File: config.mk
export PLATFORM = sky130hd
export DESIGN_NAME = flap_ctrl
export DESIGN_NICKNAME = d
export VERILOG_FILES = /design/src/rtl/flap_ctrl.sv
export SDC_FILE = /design/constraint.sdc
export NUM_CORES = 1
export LEC_CHECK = 0
export CAP_MARGIN = 10
export CORE_MARGIN = 3
export CORE_UTILIZATION = 49
export DETAILED_ROUTE_END_ITERATION = 8
export GPL_ROUTABILITY_DRIVEN = 0
export MAX_ROUTING_LAYER = met4
export PLACE_DENSITY = 0.73
export SLEW_MARGIN = 0
export SYNTH_ARGS = -nofsm -noshare
export SYNTH_HDL_FRONTEND = slang
export SYNTH_SLANG_ARGS = --single-unit
File: constraint.sdc
create_clock -name clk_5Hz -period 4.9 [get_ports clk_5Hz]
set_clock_uncertainty 0.2 [all_clocks]
set_input_delay 0.49 -clock clk_5Hz [delete_from_list [all_inputs] [get_ports clk_5Hz]]
set_output_delay 0.49 -clock clk_5Hz [all_outputs]
set_load 0.05 [all_outputs]
File: src/rtl/flap_ctrl.sv
// Player-side round controller: debounces the flap button, sequences IDLE/COUNT/PLAY/OVER,
// and drives registered flap, game_start and a one-tick round_rst towards the bruin block.
module flap_ctrl #(
  parameter int unsigned DEBOUNCE_TICKS  = 2,
  parameter int unsigned COUNTDOWN_TICKS = 15,
  parameter int unsigned FLAP_HOLD       = 1,
  parameter int unsigned OVER_LOCK       = 10
) (
  input  logic       clk_5Hz,
  input  logic       rst,
  input  logic       btn_raw,
  input  logic       game_over,
  input  logic       lose,
  output logic       flap,
  output logic       game_start,
  output logic       round_rst,
  output logic [1:0] state,
  output logic [4:0] countdown,
  output logic [7:0] flap_count
);

  typedef enum logic [1:0] {
    IDLE  = 2'd0,
    COUNT = 2'd1,
    PLAY  = 2'd2,
    OVER  = 2'd3
  } state_t;

  localparam int unsigned    DBW       = (DEBOUNCE_TICKS > 1) ? $clog2(DEBOUNCE_TICKS) : 1;
  localparam logic [DBW-1:0] DB_LAST   = DBW'(DEBOUNCE_TICKS - 1);
  localparam logic [4:0]     CD_INIT   = 5'(COUNTDOWN_TICKS);
  localparam logic [2:0]     HOLD_INIT = 3'(FLAP_HOLD);
  localparam logic [4:0]     LOCK_INIT = 5'(OVER_LOCK);

  logic           s0, s1, btn_db, press;
  logic [DBW-1:0] db_cnt;

  state_t     st, st_n;
  logic [2:0] hold, hold_n;
  logic [4:0] lock, lock_n, cd_n;
  logic [7:0] fc_n;
  logic       flap_n, gs_n, rr_n;

  always_ff @(posedge clk_5Hz or posedge rst) begin
    if (rst) begin
      s0     <= 1'b0;
      s1     <= 1'b0;
      btn_db <= 1'b0;
      db_cnt <= '0;
    end else begin
      s0 <= btn_raw;
      s1 <= s0;
      if (s1 == btn_db) begin
        db_cnt <= '0;
      end else if (db_cnt == DB_LAST) begin
        btn_db <= s1;
        db_cnt <= '0;
      end else begin
        db_cnt <= db_cnt + 1'b1;
      end
    end
  end

  // Press fires on the same edge btn_db is accepted high, built only from registered terms.
  always_comb begin
    press = s1 && !btn_db && (db_cnt == DB_LAST);
  end

  always_comb begin
    st_n   = st;
    cd_n   = '0;
    hold_n = hold;
    lock_n = lock;
    fc_n   = flap_count;
    flap_n = 1'b0;
    gs_n   = 1'b0;
    rr_n   = 1'b0;
    case (st)
      IDLE: begin
        if (press) begin
          st_n = COUNT;
          cd_n = CD_INIT;
          fc_n = '0;
        end
      end
      COUNT: begin
        if (countdown == 5'd1) begin
          st_n = PLAY;
          gs_n = 1'b1;
        end else begin
          cd_n = countdown - 5'd1;
        end
      end
      PLAY: begin
        gs_n = 1'b1;
        // A collision outranks a press landing on the same tick.
        if (game_over || lose) begin
          st_n   = OVER;
          gs_n   = 1'b0;
          hold_n = '0;
          lock_n = LOCK_INIT;
        end else if (press) begin
          hold_n = HOLD_INIT;
          flap_n = 1'b1;
          if (flap_count != '1) fc_n = flap_count + 8'd1;
        end else if (hold != '0) begin
          hold_n = hold - 3'd1;
          flap_n = (hold > 3'd1);
        end
      end
      OVER: begin
        if (lock != '0) begin
          lock_n = lock - 5'd1;
        end else if (press) begin
          st_n = IDLE;
          rr_n = 1'b1;
        end
      end
      default: st_n = IDLE;
    endcase
  end

  always_ff @(posedge clk_5Hz or posedge rst) begin
    if (rst) begin
      st         <= IDLE;
      hold       <= '0;
      lock       <= '0;
      countdown  <= '0;
      flap_count <= '0;
      flap       <= 1'b0;
      game_start <= 1'b0;
      round_rst  <= 1'b0;
    end else begin
      st         <= st_n;
      hold       <= hold_n;
      lock       <= lock_n;
      countdown  <= cd_n;
      flap_count <= fc_n;
      flap       <= flap_n;
      game_start <= gs_n;
      round_rst  <= rr_n;
    end
  end

  assign state = st;

endmodule
# After elaboration in Yosys (flattened, before gate mapping)
# Cells that the tools add are included.
[totals]
reg_bits = 30
inputBits = 5
out_inout_bits = 18
wordCells = 81
[classes]
addsub = 5
order_cmp = 1
eq_ne = 15
muxes = 32
n_bitwise = 1
n_reduce_logical = 15
[ops]
columns = ["operator", "count"]
rows = [
  ["$mux W8", 4],
  ["$pmux W5 S2", 2],
  ["$ne A2 B2 Y1 const B", 9],
  ["$pmux W8 S2", 1],
  ["$mux W5", 3],
  ["$mux W1", 11],
  ["$mux W2", 5],
  ["$reduce_and A5 Y1", 2],
  ["$sub A5 B1 Y5 const B", 2],
  ["$mux W3", 3],
  ["$add A8 B1 Y8 const B", 1],
  ["$ne A8 B8 Y1 const B", 1],
  ["$pmux W2 S4", 1],
  ["$reduce_bool A3 Y1", 2],
  ["$eq A5 B1 Y1 const B", 1],
  ["$reduce_bool A5 Y1", 1],
  ["$eq A2 B2 Y1 const B", 2],
  ["$mux W4", 1],
  ["$reduce_and A2 Y1", 2],
  ["$reduce_bool A2 Y1", 2],
  ["$gt A3 B1 Y1 const B", 1],
  ["$reduce_and A3 Y1", 1],
  ["$sub A3 B1 Y3 const B", 1],
  ["$eq A2 B1 Y1 const B", 1],
  ["8 further kinds", 9],
]

# Longest topological paths before layout
[depth]
ltp_word = 6
depth_mapped = 7
depth_no_buf = 6

# Least setup slack after synthesis
# Ideal clock, no wire load.
[synth_path]
kind = "reg-to-reg"
from = "register st[1] (netlist: state[1])"
to = "register flap_count[2]"
setup_time_ps = 124
t_arrival_ps = 1893
t_required_ps = 4576
slack_ps = 2683
stages_incl_launch_ff = 6
path_buffers = 0
period_less_slack_ps = 2217
path_cell_list = "dfrtp_1 > ha_1 > nor3b_2 > o211ai_2 > o21a_1 > a211o_1"
[synth_via]
elab_chain_len = 3
word_cells_on_any_way = 9
cone_classes = "eq/ne: 5; mux: 1; reduce/logical: 3"
[synth_lines]
columns = ["element", "line_no", "text"]
rows = [
  ["start: declaration", "38", "state_t st, st_n;"],
  ["start signal: assignment", "134", "st <= st_n;"],
  ["$eq A2 B2 Y1 / $logic_not A2 Y1 (equally long branches)", "78", "case (st)"],
  ["$ne A2 B2 Y1 (no line) / $reduce_bool A2 Y1 (equally long branches)", "n/a", ""],
  ["$reduce_and A5 Y1 (no line)", "n/a", ""],
  ["end signal: assignment", "138", "flap_count <= fc_n;"],
  ["end: declaration", "19", "output logic [7:0] flap_count"],
]
# Parallel ways exist; a longest one is shown, timed or not.
# A chain may end at the register's enable or synchronous reset.

# Worst setup path in the final report
[layout_path]
from = "register st[0] (netlist: state[0])"
to = "register flap_count[6]"
# Same word-level chain as after synthesis.

==> results.cfg <==
[pwr]
swShare_pct = 43.6
internal_power_uw = 604
p_sw_uw = 466
clockPowerShare_pct = 13.1
combPwrFrac_pct = 52.0
p_leak_uw = 0.000930
vdd_ir_drop_max_mv = 0.244
seqPwrFrac_pct = 34.9
p_per_area_nw_per_um2 = 543

[floorplan]
die_h_um = 63.7
ios = 23
fp-row-count = 20
core_area_sq_um = 3100
start_util_pct = 52.5
dieWidth_um = 63.7
die_area_sq_um = 4060

[layout]
antenna_cells = 0
final_area_sq_um = 1970
area_growth_pct = 21.0
drive_gt1_share_pct = 9.73
multi_input_area_sq_um = 818
fillers = 271
utilization_pct = 63.5
register_area_sq_um = 751
final_nets = 203
fin_cells = 229

[worst_setup_path]
r2r_cells = 6
cpMaxStageDelayCell = nor3b_2
worstPathCellList = inv_1, ha_1, nor3b_2, o211ai_2, o21a_1, a211o_1
crit_path_max_fanout = 12
setup.worst_path.class = flop to flop
startpoint_type = flop
end_kind = flop
required_ns = 4.91
critical_path.max_stage_delay_ns = 0.44
arrival_ns = 2.50

[clock_network]
cts.path.max_buffers = 2
clk_latency_ns = 0.32
cts_tree = yes
cts.sinks = 30
cts_hold_buf = 0
post_cts_resize_count = 0
numCtsBuffers = 5
ctsRootBufferMaster = clkbuf_4
path_clk_slew_ns = 0.08
post_cts_buffers = 0
htree_levels = 2

[timing]
fmax_mhz = 401
min_period_ns = 2.49
setup_viol_count_final = 0
relSlewSlack_pct = 64.9
slew_viol_final = 0
rsz0062_at_grt = no
whs_ns = 0.162
timing.final.crit_share_pct = 50.9
hold_viol_final = 0
finalSetupTns_ns = 0
worstMarginPinSlew_ns = 0.520

[synthesis]
synthCells = 159
yosys.area.top_type = dfrtp_1
synth-seq-cells = 30
synth.avg_cell_area_sq_um = 10.3
ys_types = 41
synthTopCellsByArea = dfrtp_1, ha_1, o21ai_0
yosysSeqAreaShare_pct = 46.0
syn_nets = 176
synth_top_cell_area_share_pct = 46.0
yosysWarnings = 0
synth_area_sq_um = 1630

[global_route]
grt_max_degree = 31
antenna_found_initial = 0
track_usage_pct = 18.6
grt-ovfl-total = 0
grt_pass1_wl_um = 5680
grt_pass1_vias = 1292

[placement]
io_buffers = 22
dp_hpwl_um = 2360
detailed_place.area_sq_um = 1890
place_inst = 222

[hold_path]
hp-class = flop to flop
hold_depth = 0

[route]
dr.pass1.iters = 4
ant_nets = 0
vias_per_cell = 5.64
drt_iter0_drc = 44
drc_errors = 0
drt-total-wl_um = 3190
routed-via-count = 1291
routedWlPerCell_um = 13.9

[outcome]
outcome = complete, no violations

[job]
drv_cap = 0
cell usage after synthesis:
library cell	instances
dfrtp_1	30
o21ai_0	15
inv_1	13
ha_1	12
nand2_1	11
a211o_1	7
and3_1	6
nor2_1	6
nor3_1	6
nand3_1	4
a21oi_1	3
nor3b_1	3
o21a_1	3
xnor2_1	3
a22o_1	2
a22oi_1	2
a31o_2	2
clkbuf_1	2
mux2i_1	2
nand2b_1	2
nand4_1	2
nor2b_1	2
o211ai_2	2
o31ai_1	2
a211oi_1	1
a41oi_1	1
and2_1	1
and4_1	1
buf_2	1
mux2_2	1
mux2_4	1
nor2_2	1
nor3b_2	1
nor4_1	1
nor4b_1	1
o211a_1	1
o31a_1	1
or2_2	1
or2b_1	1
or3b_2	1
or4b_4	1
stage by stage:
step / power [uW] / worst slack, ns
6_report: 1070 / 2.41
5_1_grt: 1160 / 2.20
4_1_cts: 1080 / 2.40
3_5_place_dp: 934 / 2.35
3_3_place_gp: 913 / 2.39
2_1_floorplan: 787 / 2.68
final cells by class:
type | count | area share, %
Clock buffer | 6 | 2.60
Inverter | 13 | 2.47
Multi-Input combinational cell | 113 | 41.5
Sequential cell | 30 | 38.1
Tap cell | 44 | 2.79
Timing Repair Buffer | 23 | 12.6
per-layer routing:
metal	vias up	track usage [%]	part of all wire, %
met2	26	31.3	50
met1	632	20.5	44
li1	626	-	-
met4	0	8.36	1.8
met5	-	-	0
met3	7	4.99	4.4
final timing paths:
| check | from | to | slack, ns |
|---|---|---|---|
| max | state[0] | flap_count[6] | 2.41 |
| min | s0 | s1 | 0.16 |
| max reg2reg | state[0] | flap_count[6] | 2.41 |
| min reg2reg | s0 | s1 | 0.16 |
| max in group asynchronous | rst | state[1] | 3.86 |
| min in group asynchronous | rst | s0 | 0.22 |
registers in the layout, indices dropped and copies added (netlist names):
register and count:
flap 1, round_rst 1, db_cnt 1, s1 1
hold 3, lock 5, game_start 1, countdown 5
s0 1, state 2, btn_db 1, flap_count 8
power by group through the flow:
stage                     clock [uW]  sequential, uW  combinational, uW
final                            140             374                556
after global routing             157             387                616
after CTS                        147             375                556
after detailed placement           0             379                555
after global placement             0             375                538
after floorplan                    0             473                314
cell families after synthesis:
kind of cell,synth area share (%)
and+or+nand+nor,18.2
AOI/OAI and AO/OA,18.3
DFF,46.0
buffers and inverters,3.76
adders and majority gates,9.21
muxes,2.84
xor gates and xnor gates,1.61
critical path, delay by kind of cell, from the launching register on:
family                     cells  cell delay [ns]
AOI/OAI and AO/OA              3             0.84
and+or+nand+nor                1             0.44
DFF                            1             0.42
adders and majority gates      1             0.38
buffers and inverters          1             0.11
cells in the final DEF (no fill, tap or decap), types with 6 or more instances in the layout:
cell type,synthesis,final
dfrtp_1,30,30
clkdlybuf4s50_1,0,22
o21ai_0,15,15
inv_1,13,13
ha_1,12,12
nand2_1,11,11
a211o_1,7,7
nor2_1,6,6
nor3_1,6,6
and3_1,6,6
Note: power is estimated with default switching activity, not from simulation.
